<file path="config.mk">
export PLATFORM = sky130hd
export DESIGN_NAME = cordic_scheduler
export DESIGN_NICKNAME = d
export VERILOG_FILES = /design/src/rtl/cordic_pkg.sv /design/src/rtl/cordic_rr_arb.sv /design/src/rtl/cordic_scheduler.sv
export SDC_FILE = /design/constraint.sdc
export NUM_CORES = 1
export LEC_CHECK = 0
export CAP_MARGIN = 20
export CORE_ASPECT_RATIO = 1.5
export CORE_MARGIN = 10
export CORE_UTILIZATION = 35
export CTS_BUF_LIST = sky130_fd_sc_hd__clkbuf_4
export DETAILED_ROUTE_END_ITERATION = 7
export GPL_ROUTABILITY_DRIVEN = 0
export PLACE_DENSITY = 0.57
export SYNTH_ARGS = -nofsm -noshare
export SYNTH_HDL_FRONTEND = slang
export SYNTH_SLANG_ARGS = --single-unit
export TNS_END_PERCENT = 30
</file>
<file path="constraint.sdc">
create_clock -name clk -period 3.5 [get_ports clk]
set_clock_uncertainty 0.15 [all_clocks]
set_input_delay 0.7 -clock clk [delete_from_list [all_inputs] [get_ports clk]]
set_output_delay 0.7 -clock clk [all_outputs]
set_load 0.03 [all_outputs]
</file>
<file path="src/rtl/cordic_pkg.sv">
// Shared defaults and the {valid, tag} record that travels alongside the CORDIC pipeline.
package cordic_pkg;
    localparam int CORDIC_DATA_WIDTH = 32;
    localparam int CORDIC_LATENCY    = 41;
    localparam int TAG_MAX_W         = 3;  // wide enough for up to 8 requesters

    function automatic int tag_width(input int n);
        return (n > 1) ? $clog2(n) : 1;
    endfunction

    typedef struct packed {
        logic                 valid;
        logic [TAG_MAX_W-1:0] tag;
    } tag_rec_t;
endpackage

</file>
<file path="src/rtl/cordic_rr_arb.sv">
// Round-robin arbiter: one-hot grant to the first eligible requester at or after ptr.
module cordic_rr_arb
    import cordic_pkg::*;
#(
    parameter int N  = 4,
    parameter int TW = tag_width(N)
) (
    input  logic [N-1:0]  eligible,
    input  logic [TW-1:0] ptr,
    output logic [N-1:0]  grant,
    output logic [TW-1:0] grant_idx
);
    logic [TW-1:0] idx;

    // Scan from the farthest candidate back to ptr so the nearest eligible one wins.
    always_comb begin
        grant     = '0;
        grant_idx = '0;
        idx       = '0;
        for (int k = N - 1; k >= 0; k--) begin
            idx = ptr + TW'(k);
            if (eligible[idx]) begin
                grant      = '0;
                grant[idx] = 1'b1;
                grant_idx  = idx;
            end
        end
    end
endmodule

</file>
<file path="src/rtl/cordic_scheduler.sv">
// Shares one fixed-latency CORDIC pipeline among N_REQ requesters with credit-based result FIFOs.
module cordic_scheduler
    import cordic_pkg::*;
#(
    parameter int DATA_WIDTH = CORDIC_DATA_WIDTH,
    parameter int N_REQ      = 4,
    parameter int LATENCY    = CORDIC_LATENCY,
    parameter int RSP_DEPTH  = 4
) (
    input  logic                        clk,
    input  logic                        rst_n,
    input  logic [N_REQ-1:0]            req_valid,
    input  logic [N_REQ*DATA_WIDTH-1:0] req_data,
    output logic [N_REQ-1:0]            req_ready,
    output logic [N_REQ-1:0]            rsp_valid,
    output logic [N_REQ*DATA_WIDTH-1:0] rsp_data,
    input  logic [N_REQ-1:0]            rsp_ready,
    output logic [DATA_WIDTH-1:0]       cu_din,
    input  logic [DATA_WIDTH-1:0]       cu_dout,
    output logic                        busy
);
    localparam int TW = tag_width(N_REQ);
    localparam int AW = $clog2(RSP_DEPTH);
    localparam int CW = AW + 1;
    localparam logic [CW:0] DEPTH_LIM = (CW + 1)'(RSP_DEPTH);

    logic [N_REQ-1:0]      eligible;
    logic [N_REQ-1:0]      grant;
    logic [N_REQ-1:0]      wb_hit;
    logic [N_REQ-1:0]      active;
    logic [TW-1:0]         grant_idx;
    logic [TW-1:0]         rr_ptr;
    logic                  accept;
    logic                  issue_valid;
    logic [TW-1:0]         issue_tag;
    logic [DATA_WIDTH-1:0] issue_data;
    logic [DATA_WIDTH-1:0] req_words [N_REQ];
    tag_rec_t              tag_pipe [LATENCY];
    tag_rec_t              wb_rec;

    cordic_rr_arb #(.N(N_REQ), .TW(TW)) u_arb (
        .eligible  (eligible),
        .ptr       (rr_ptr),
        .grant     (grant),
        .grant_idx (grant_idx)
    );

    assign req_ready = grant;
    assign accept    = |grant;
    assign cu_din    = issue_valid ? issue_data : '0;
    assign wb_rec    = tag_pipe[LATENCY-1];
    assign busy      = |active;

    always_ff @(posedge clk or negedge rst_n) begin
        if (!rst_n) begin
            rr_ptr      <= '0;
            issue_valid <= 1'b0;
            issue_tag   <= '0;
            for (int k = 0; k < LATENCY; k++) tag_pipe[k] <= '0;
        end else begin
            if (accept) rr_ptr <= grant_idx + TW'(1);
            issue_valid     <= accept;
            issue_tag       <= grant_idx;
            tag_pipe[0].valid <= issue_valid;
            tag_pipe[0].tag   <= TAG_MAX_W'(issue_tag);
            for (int k = 1; k < LATENCY; k++) tag_pipe[k] <= tag_pipe[k-1];
        end
    end

    always_ff @(posedge clk) begin
        if (accept) issue_data <= req_words[grant_idx];
    end

    generate
        for (genvar gi = 0; gi < N_REQ; gi++) begin : g_req
            logic [DATA_WIDTH-1:0] fifo_mem [RSP_DEPTH];
            logic [AW-1:0]         wr_ptr;
            logic [AW-1:0]         rd_ptr;
            logic [CW-1:0]         count;
            logic [CW-1:0]         inflight;
            logic [CW:0]           used;
            logic                  pop;

            assign req_words[gi] = req_data[gi*DATA_WIDTH +: DATA_WIDTH];
            assign wb_hit[gi]    = wb_rec.valid && (wb_rec.tag == TAG_MAX_W'(gi));
            assign pop           = (count != '0) && rsp_ready[gi];
            // Results already queued plus those still in the pipe can never exceed the FIFO.
            assign used          = {1'b0, count} + {1'b0, inflight};
            assign eligible[gi]  = rst_n && req_valid[gi] && (used < DEPTH_LIM);
            assign rsp_valid[gi] = (count != '0);
            assign rsp_data[gi*DATA_WIDTH +: DATA_WIDTH] = fifo_mem[rd_ptr];
            assign active[gi]    = (count != '0) || (inflight != '0);

            always_ff @(posedge clk or negedge rst_n) begin
                if (!rst_n) begin
                    wr_ptr   <= '0;
                    rd_ptr   <= '0;
                    count    <= '0;
                    inflight <= '0;
                end else begin
                    if (wb_hit[gi]) wr_ptr <= wr_ptr + AW'(1);
                    if (pop) rd_ptr <= rd_ptr + AW'(1);
                    count    <= count + CW'(wb_hit[gi]) - CW'(pop);
                    inflight <= inflight + CW'(grant[gi]) - CW'(wb_hit[gi]);
                end
            end

            always_ff @(posedge clk) begin
                if (wb_hit[gi]) fifo_mem[wr_ptr] <= cu_dout;
            end
        end
    endgenerate
endmodule

</file>
==> results by group <==
Placement
  • Post-DP HPWL: 42.9 mm
  • Port-buffer cells: between 300 and 400

Timing
  • Final slew viol count: 0
  • Crit path time final: 4220 ps
  • RSZ-0062 raised after global routing: yes
  • Slew headroom: 43.1%
  • Setup violations, final: 6
  • Hold Fails Final Rpt: 0
  • Final worst setup slack: -721 ps
  • Maximum clock frequency: 237 MHz
  • Worst Tran Pin Value: between 800 and 900 ps
  • Period utilization: 121%

Global routing
  • Vias in the first global route: 16000
  • First-pass GRT wire length: 100 mm
  • GRT overflow: 0
  • GR Util All Layers: approximately 15%
  • Largest net degree at the start of global routing: 86
  • Initial antenna violation count: 6

Cells and area
  • Final #Nets: 2066
  • P&R area growth vs syn: 30.9%
  • Area of the multi-input gates: 6060 um^2
  • Storage cell area: 20600 um^2
  • Final core utilization: 46.1%
  • Layout cells sized above 1: 35.0%
  • Fillers: 6655

Routing
  • Met3 WL: 5.49 mm
  • Via count: 14200
  • Met2 WL: between 30 and 40 mm
  • M1 WL: 24.7 mm
  • Wirelength per Cell: 22.8 um
  • Uppermost layer routed: met5
  • Drt via density: 4.77
  • Routed Wire Length: 68.1 mm
  • Drt first pass iters: 5
  • Number of remaining DRC errors: 0
  • Routed Antenna Nets: 0
  • DR iter-0 viols: 871

Synth
  • Yosys reg bits: between 700 and 800
  • EDFF count, synth: about 540
  • Yosys top cell by area: edfxtp_1
  • Count leader, synth: edfxtp_1
  • Synth top area share: 61.1%
  • Post-Syn Area: about 27000 um^2
  • Synth unique cells: 41
  • Synth warnings: 0
  • Largest cells by area after synthesis: edfxtp_1 (61%), dfrtp_1 (16%), mux4_2 (11%), mux2i_1 (3.9%), ha_1 (2.2%)
  • Syn Inst Count: about 1300
  • Most common library cells after synthesis: edfxtp_1 (544), dfrtp_1 (168), mux4_2 (130), mux2i_1 (103), and2_1 (54)
  • Post-synth ARST share: 23.6%
  • Synthesized Nets: 1488
  • Sequential share of the synthesized area: 76.8%
  • Syn Area/Cell: 21.2 um^2
  • Most used DFF post-synth: edfxtp_1

Pwr
  • Lkg Pwr: 0.0129 uW
  • PD cells: approximately 900 nW/um^2
  • Power consumption: 30900 uW
  • Peak VDD IR: 0.000522 V

Setup path
  • Slowest-stage cell, CP: dfrtp_1
  • Startpoint types: flip-flop
  • Critical path data required time: 2650 ps
  • Slowest Stage Delay on Critical Path: roughly 400 ps
  • Critical path depth: 9
  • CP cell instances: ha_4 -> nor4b_4 -> and3_4 -> mux2i_4 -> mux2_4 -> and2_4 -> a211oi_4 -> buf_4 -> buf_12
  • Kind of cell adding the most delay to the critical path: simple AND/OR/NAND/NOR gates
  • Reg2Reg Depth: 13
  • WP buf/inv: 2
  • Setup CP Type: reg -> out
  • Worst setup EP type: primary output
  • Data arrival, critical path: 3370 ps
  • Crit-path max FO: 6

Floorplan
  • Chip height: approximately 360 um
  • Die area: 88100 um^2
  • Chip Width: 246 um
  • Core ar.: ~76000 um^2
  • Initial core utilization: 35.2%
  • # rows: 124
  • I/O pin cnt: 339

Clock tree
  • CTS root buffer: clkbuf_4
  • TritonCTS clock tree: yes
  • Clk Latency, worst-skew pair: 950 ps
  • CTS Sinks: 712
  • Num CTS Buffers: approximately 170
  • Clk slew on worst S/H paths: ~60 ps
  • # H-tree levels: 4
  • CTS max path bufs: 3

Worst hold path
  • Worst Hold Path Cells: 0
  • Hold crit path type: reg -> reg

Outcome
  • Failing checks: setup timing
  • Status: complete, but fails checks

Run
  • Number of max-cap violations: 0
sequential cells by signal, summed over array words and instances (netlist names):
| name | count |
|---|---|
| g_req.count | 12 |
| g_req.fifo_mem | 512 |
| issue_valid | 1 |
| rr_ptr | 2 |
| g_req.rd_ptr | 8 |
| g_req.inflight | 12 |
| issue_data | 32 |
| g_req.wr_ptr | 8 |
| tag_pipe | 123 |
| issue_tag | 2 |
per-stage QoR:
step,instances,hold WS [ps],worst slack (ps),instance area [um^2],setup TNS (ps)
floorplan,1263,181,0.809,26800,0
global placement,2629,185,-451,32000,-17930
detailed placement,2629,185,-501,32000,-20330
CTS,2965,126,-913,34700,-5680
global route,2981,180,-934,35000,-7190
finish,2981,183,-721,35000,-2810
metal layers:
layer / up-vias / track usage [%]
li1: 6211 / -
met1: 7335 / 16.3
met2: 556 / 27.9
met3: 103 / 5.92
met4: 10 / 4.60
met5: - / 0
cell type report:
cell class	instances	share of cell area [%]
clock buffer	243	5.21
tap	1008	3.60
clock inverter	56	0.968
sequential	712	58.7
inverter	44	0.482
antenna	1	0.00715
multi-input combinational	452	17.3
timing repair buffer	465	13.7
path summary, 6_finish.rpt:
kind | slack, ps | from | endpoint
setup / recovery | -720 | g_req[2].count[2]$_DFF_PN0_ | req_ready[0]
hold / removal | 180 | tag_pipe[53]$_DFF_PN0_ | tag_pipe[49]$_DFF_PN0_
setup reg to reg | 0 | g_req[2].count[2]$_DFF_PN0_ | g_req[0].inflight[2]$_DFF_PN0_
hold reg to reg | 180 | tag_pipe[53]$_DFF_PN0_ | tag_pipe[49]$_DFF_PN0_
max in group asynchronous | 1090 | rst_n | g_req[1].rd_ptr[1]$_DFFE_PN0P_
min in group asynchronous | 300 | rst_n | rr_ptr[0]$_DFFE_PN0P_
placed cells by master (no fill, tap or decap), types with 23 or more instances in the layout:
master	synthesis	final
dfrtp_1	168	155
ha_1	47	42
clkdlybuf4s50_1	0	184
clkinv_1	2	35
mux2i_1	103	99
buf_4	0	86
inv_1	42	42
mux4_2	130	130
xnor2_1	24	23
buf_6	1	29
and2_1	54	37
edfxtp_1	544	544
clkbuf_4	0	243
dlygate4sd2_1	0	32
clkdlybuf4s15_2	0	73
worst register-to-register path, cell delays in order (launching register included):
cell      delay [ps]
dfrtp_1          410
ha_4             250
nor4b_4          300
and3_4           290
mux2i_4           90
mux2_4           310
and2_4           160
a211oi_4         330
buf_4            200
ha_2             160
inv_1             50
fa_2             410
xnor2_2          150
xnor2_1          120
what timing repair did:
item	in CTS	in global routing
gates cloned	2	2
setup buffers	35	14
hold endpoints to repair	100	0
endpoints found under the setup margin	171	101
resized for setup	435	54
hold buffers	1	0
pin swaps	14	13
power breakdown:
group / switching (uW) / leakage, uW / internal (uW)
Clock: 3220 / 0.00128 / 3430
Sequential: 606 / 0.00704 / 10900
Combinational: 7110 / 0.00461 / 5690
logic make-up (layout without fill, tap and decap cells):
family,count (synthesis),in the layout,synth area share (%)
DFF,712,712,76.8
buffers and inverters,99,808,1.48
xor gates and xnor gates,29,29,0.949
AOI/OAI and AO/OA,17,17,0.463
and+or+nand+nor,115,115,2.62
other,0,1,0
muxes,235,235,14.9
adders and majority gates,56,56,2.83
No activity file was read; power rests on OpenSTA's default activity.
